--- src/rtl/mist1032sa_bus_arbiter_2port.sv ---
// mist1032sa_bus_arbiter_2port: round-robin sharing of one pipelined memory port between fetch (A) and load/store (B).
// Define MIST1032SA_BUS_ARBITER_FIXED_PRIORITY_EN to make A win every tie instead of alternating.
module mist1032sa_bus_arbiter_2port #(
    parameter int DW  = 32,
    parameter int QD  = 8,
    parameter int QDN = 3
) (
    input  logic          iCLOCK,
    input  logic          inRESET,
    input  logic          iFLASH,
    input  logic          iA_REQ,
    output logic          oA_BUSY,
    input  logic [DW-1:0] iA_ADDR,
    input  logic          iA_RW,
    input  logic [DW-1:0] iA_DATA,
    output logic          oA_VALID,
    output logic [DW-1:0] oA_DATA,
    input  logic          iB_REQ,
    output logic          oB_BUSY,
    input  logic [DW-1:0] iB_ADDR,
    input  logic          iB_RW,
    input  logic [DW-1:0] iB_DATA,
    output logic          oB_VALID,
    output logic [DW-1:0] oB_DATA,
    output logic          oMEM_REQ,
    input  logic          iMEM_BUSY,
    output logic [DW-1:0] oMEM_ADDR,
    output logic          oMEM_RW,
    output logic [DW-1:0] oMEM_DATA,
    input  logic          iMEM_VALID,
    input  logic [DW-1:0] iMEM_DATA
);
    localparam int DRW = 16;
    localparam logic [QDN:0] QD_W = (QDN+1)'(QD);

    typedef enum logic {IDLE, ISSUE} state_t;

    state_t         state, state_next;
    logic [QD-1:0]  tag_q;
    logic [QDN-1:0] wr_ptr, rd_ptr;
    logic [QDN:0]   count;
    logic [DRW-1:0] drop;
    logic           rr;
    logic           go, a_ok, b_ok, grant_a, grant_b, grant, push, pop, dec;

    assign oMEM_REQ = state == ISSUE;
    assign oA_BUSY  = !grant_a;
    assign oB_BUSY  = !grant_b;

    always_comb begin
        go   = (state == IDLE || !iMEM_BUSY) && !iFLASH;
        a_ok = iA_REQ && (iA_RW || count < QD_W);
        b_ok = iB_REQ && (iB_RW || count < QD_W);
`ifdef MIST1032SA_BUS_ARBITER_FIXED_PRIORITY_EN
        grant_a = go && a_ok;
        grant_b = go && b_ok && !a_ok;
`else
        grant_a = go && a_ok && (!b_ok || !rr);
        grant_b = go && b_ok && (!a_ok || rr);
`endif
        grant = grant_a || grant_b;
        push  = grant && !(grant_a ? iA_RW : iB_RW);
        pop   = iMEM_VALID && drop == '0 && count != '0 && !iFLASH;
        // A response that lands on the flush cycle consumes one of the reads being discarded.
        dec   = iMEM_VALID && (drop != '0 || count != '0);
        state_next = (grant || (state == ISSUE && iMEM_BUSY)) ? ISSUE : IDLE;
    end

    always_ff @(posedge iCLOCK or negedge inRESET) begin
        if (!inRESET) begin
            state     <= IDLE;
            oMEM_ADDR <= '0;
            oMEM_RW   <= 1'b0;
            oMEM_DATA <= '0;
            oA_VALID  <= 1'b0;
            oB_VALID  <= 1'b0;
            oA_DATA   <= '0;
            oB_DATA   <= '0;
            tag_q     <= '0;
            wr_ptr    <= '0;
            rd_ptr    <= '0;
            count     <= '0;
            drop      <= '0;
            rr        <= 1'b0;
        end else begin
            state <= state_next;
            if (grant) begin
                oMEM_ADDR <= grant_a ? iA_ADDR : iB_ADDR;
                oMEM_RW   <= grant_a ? iA_RW   : iB_RW;
                oMEM_DATA <= grant_a ? iA_DATA : iB_DATA;
                rr        <= grant_a;
            end
            if (iFLASH) begin
                wr_ptr <= '0;
                rd_ptr <= '0;
                count  <= '0;
                drop   <= drop + DRW'(count) - DRW'(dec);
            end else begin
                if (push) begin
                    tag_q[wr_ptr] <= grant_b;
                    wr_ptr        <= wr_ptr + 1'b1;
                end
                if (pop)
                    rd_ptr <= rd_ptr + 1'b1;
                count <= count + (QDN+1)'(push) - (QDN+1)'(pop);
                if (iMEM_VALID && drop != '0)
                    drop <= drop - 1'b1;
            end
            oA_VALID <= pop && !tag_q[rd_ptr];
            oB_VALID <= pop && tag_q[rd_ptr];
            if (pop && !tag_q[rd_ptr])
                oA_DATA <= iMEM_DATA;
            if (pop && tag_q[rd_ptr])
                oB_DATA <= iMEM_DATA;
        end
    end
endmodule

--- config.mk ---
export PLATFORM = sky130hd
export DESIGN_NAME = mist1032sa_bus_arbiter_2port
export DESIGN_NICKNAME = d
export VERILOG_FILES = /design/src/rtl/mist1032sa_bus_arbiter_2port.sv
export SDC_FILE = /design/constraint.sdc
export NUM_CORES = 1
export LEC_CHECK = 0
export ABC_AREA = 1
export CORE_MARGIN = 10
export CORE_UTILIZATION = 50
export CTS_CLUSTER_SIZE = 14
export DETAILED_ROUTE_END_ITERATION = 10
export PLACE_DENSITY_LB_ADDON = 0.08
export SETUP_SLACK_MARGIN = 0.02
export SYNTH_ARGS = -nofsm -noshare
export SYNTH_HDL_FRONTEND = slang
export SYNTH_SLANG_ARGS = --single-unit
--- constraint.sdc ---
create_clock -name iCLOCK -period 6.93 [get_ports iCLOCK]
set_input_delay 2.079 -clock iCLOCK [delete_from_list [all_inputs] [get_ports iCLOCK]]
set_output_delay 2.079 -clock iCLOCK [all_outputs]
set_load 0.01 [all_outputs]
==> flow_summary.toml <==
[status]
outcome = "complete, no violations"

[setup_path]
critPathLaunch = "iFLASH"
r2r_setup_slack_ns = 3.13
worstPathRequired_ns = 4.85
end_kind = "output pin"
crit_fanout = 17
r2r_end = "drop[12]"
crit_end = "oB_BUSY"
cp_data_arrival_time_ns = 3.87
cp-start-kind = "input port"
r2r_start = "drop[11]"
crit_type = "input port to output pin"
reg2reg_depth = 19

[yosys]
synth_fa_ha_area_frac = 0.0657
synth_compound_area_frac = 0.123
synth_edf_count = 0
synth_warnings = 0
synthSimpleGateAreaFrac = 0.249
ys_ff_latch = 167
async_flop_share = 1.00
synth-xor-area-share = 0.00584
ys_seq_area_frac = 0.465
synth_flop_cell = "dfrtp_1"
synth_nets = 1414
postSynthAreaPerCell_um2 = 7.50
synth_cell_types = 37
synthCells = 1199
synth_area_um2 = 8990
synth_mux_area_frac = 0
synth_top_family_by_area = "simple AND/OR/NAND/NOR gates"

[cts]
cts.sinks = 167
clk_pin_slew_ns = 0.07
cts_inserted_buffers = 17
post_cts_buffers = 0
ctsLongestPathBuffers = 2
cts_tree = "done"
cts_resized = 0
clockRootBuffer = "clkbuf_16"
clk_latency_ns = 0.43
h-tree-depth = 4
cts_hold_buf = 0

[floorplan]
dieArea_um2 = 23800
row_count = 48
start_util = 0.515
fp.dieH_um = 154
die_w_um = 154
core_um2 = 17500
ioPinCount = 303

[layout]
postLayoutCellArea_um2 = 12700
final_cell_mix = "452 x nand2_1, 301 x clkdlybuf4s50_1, 167 x dfrtp_1"
area_delta_synth_final_pct = 41.3
n_antenna_cell = 0
fin_nets = 1695
final_common_cell = "nand2_1"
drive_above_1_share = 0.0388

[detailed_routing]
num_vias = 8529
wl_um = 29200
drc_errors = 0
first_iter_violations = 506
vias_per_cell = 4.96
wl_per_cell_um = 17.0
first_pass_iters = 5
ant_nets = 0

[sta]
min_period_over_period = 0.859
rsz0062_at_grt = "false"
finalMaxSlewViolations = 0
tightest_slew_ns = 1.14
hold_viol = 0
max_freq_mhz = 168
fin_skew_ns = 0.0157
min_period_ns = 5.95
setup_viol = 0
fin_tns_setup_ns = 0
slew-limit-headroom = 0.242

[placed_design]
place_congestion = 0.932
postPlaceCellArea_um2 = 12100
dp_hpwl_um = 22100
io_buffers = 302

[power_and_ir_drop]
power.density_nw_per_um2 = 310
p_comb_frac = 0.439
leakage_nw = 6.58
switching_share = 0.397
pwr-share-seq = 0.319
ir_drop_mv = 0.261
clkPwrFrac = 0.241
p_int_mw = 2.38
p_switching_mw = 1.56

[global_routing]
grt_antenna_before_repair = 0
gr-total-overflow = 0
grt_max_degree = 131
grt_usage = 0.238
grt_pass1_wl_um = 45300
grt_pass1_vias = 7931

[hold_path]
hold_class = "flip-flop to flip-flop"

[flow_run]
drv_cap = 0
## synth_stat cells, types with 4 or more instances
cell | n | share of area
buf_2 | 23 | 0.013
dfrtp_1 | 167 | 0.46
o21bai_1 | 4 | 0.0033
nand2_1 | 452 | 0.19
xor2_1 | 6 | 0.0058
o21ai_0 | 90 | 0.050
nor3_1 | 5 | 0.0028
nor2_1 | 53 | 0.022
inv_1 | 153 | 0.064
nand4_1 | 4 | 0.0028
nand3_1 | 37 | 0.021
o21ai_1 | 16 | 0.0089
a21oi_1 | 90 | 0.050
clkbuf_1 | 16 | 0.0067
ha_1 | 44 | 0.061
inv_2 | 5 | 0.0021
## registers in the layout, summed over array words and instances, names as in the netlist
name       count
oA_DATA       32
oB_DATA       32
oMEM_ADDR     32
oMEM_DATA     32
drop          16
tag_q          8
count          4
rd_ptr         3
wr_ptr         3
oA_VALID       1
oB_VALID       1
oMEM_REQ       1
oMEM_RW        1
rr             1
## how the worst min path moves through the flow
stage / cells past startpoint / slack [ns] / endpoint / from
detailed placement: 2 / 0.46 / oA_DATA[29] / oA_DATA[29]
finish: 2 / 0.47 / oA_DATA[29] / oA_DATA[29]
CTS: 2 / 0.47 / oA_DATA[29] / oA_DATA[29]
global route: 2 / 0.49 / oB_DATA[30] / oB_DATA[30]
floorplan: 2 / 0.45 / tag_q[2] / tag_q[2]
global placement: 2 / 0.45 / oA_DATA[10] / oA_DATA[10]
## metrics by stage
| step | cells | hold slack, ns | utilization | total power, mW | worst slack (ns) |
|---|---|---|---|---|---|
| 6_report | 1718 | 0.469 | 0.727 | 3.94 | 0.976 |
| 3_5_place_dp | 1686 | 0.457 | 0.694 | 3.00 | 0.987 |
| 3_3_place_gp | 1686 | 0.453 | 0.694 | 2.95 | 1.00 |
| 4_1_cts | 1718 | 0.474 | 0.727 | 3.96 | 0.984 |
| 2_1_floorplan | 1199 | 0.448 | - | 2.33 | 1.98 |
| 5_1_grt | 1718 | 0.490 | 0.727 | 4.25 | 0.929 |
## power by group through the flow
stage	registers [mW]	clock network, mW	logic (mW)
2_1_floorplan	1.32	0	1.02
3_5_place_dp	1.27	0	1.72
6_report	1.26	0.952	1.73
3_3_place_gp	1.27	0	1.68
5_1_grt	1.28	1.01	1.96
4_1_cts	1.26	0.970	1.73
## per-layer routing
metal | part of all wire | global-route usage
met1 | 0.40 | 0.292
met2 | 0.51 | 0.410
met3 | 0.077 | 0.0644
met4 | 0.012 | 0.0499
met5 | 0 | 0
## logic make-up (layout without fill, tap and decap cells)
group / Yosys count / after routing
xor+xnor: 6 / 6
simple gates: 564 / 564
buf+inv: 205 / 499
compound gates: 211 / 211
fa+ha+maj: 46 / 46
flops: 167 / 167
## worst max-delay path, cell delays in order
cell	delay, ns
clkdlybuf4s50_1	0.40
buf_4	0.21
a21oi_4	0.22
nand3_1	0.32
clkdlybuf4s50_1	0.64
## final cells by class
cell class                      instances  area [um^2]
Fill cell                            1360         4770
Sequential cell                       167         4180
Multi-Input combinational cell        827         4000
Timing Repair Buffer                  308         3070
Inverter                              159          599
Clock buffer                           18          429
Tap cell                              225          282
Clock inverter                         14          156
Note: power is estimated with default switching activity, not from simulation.
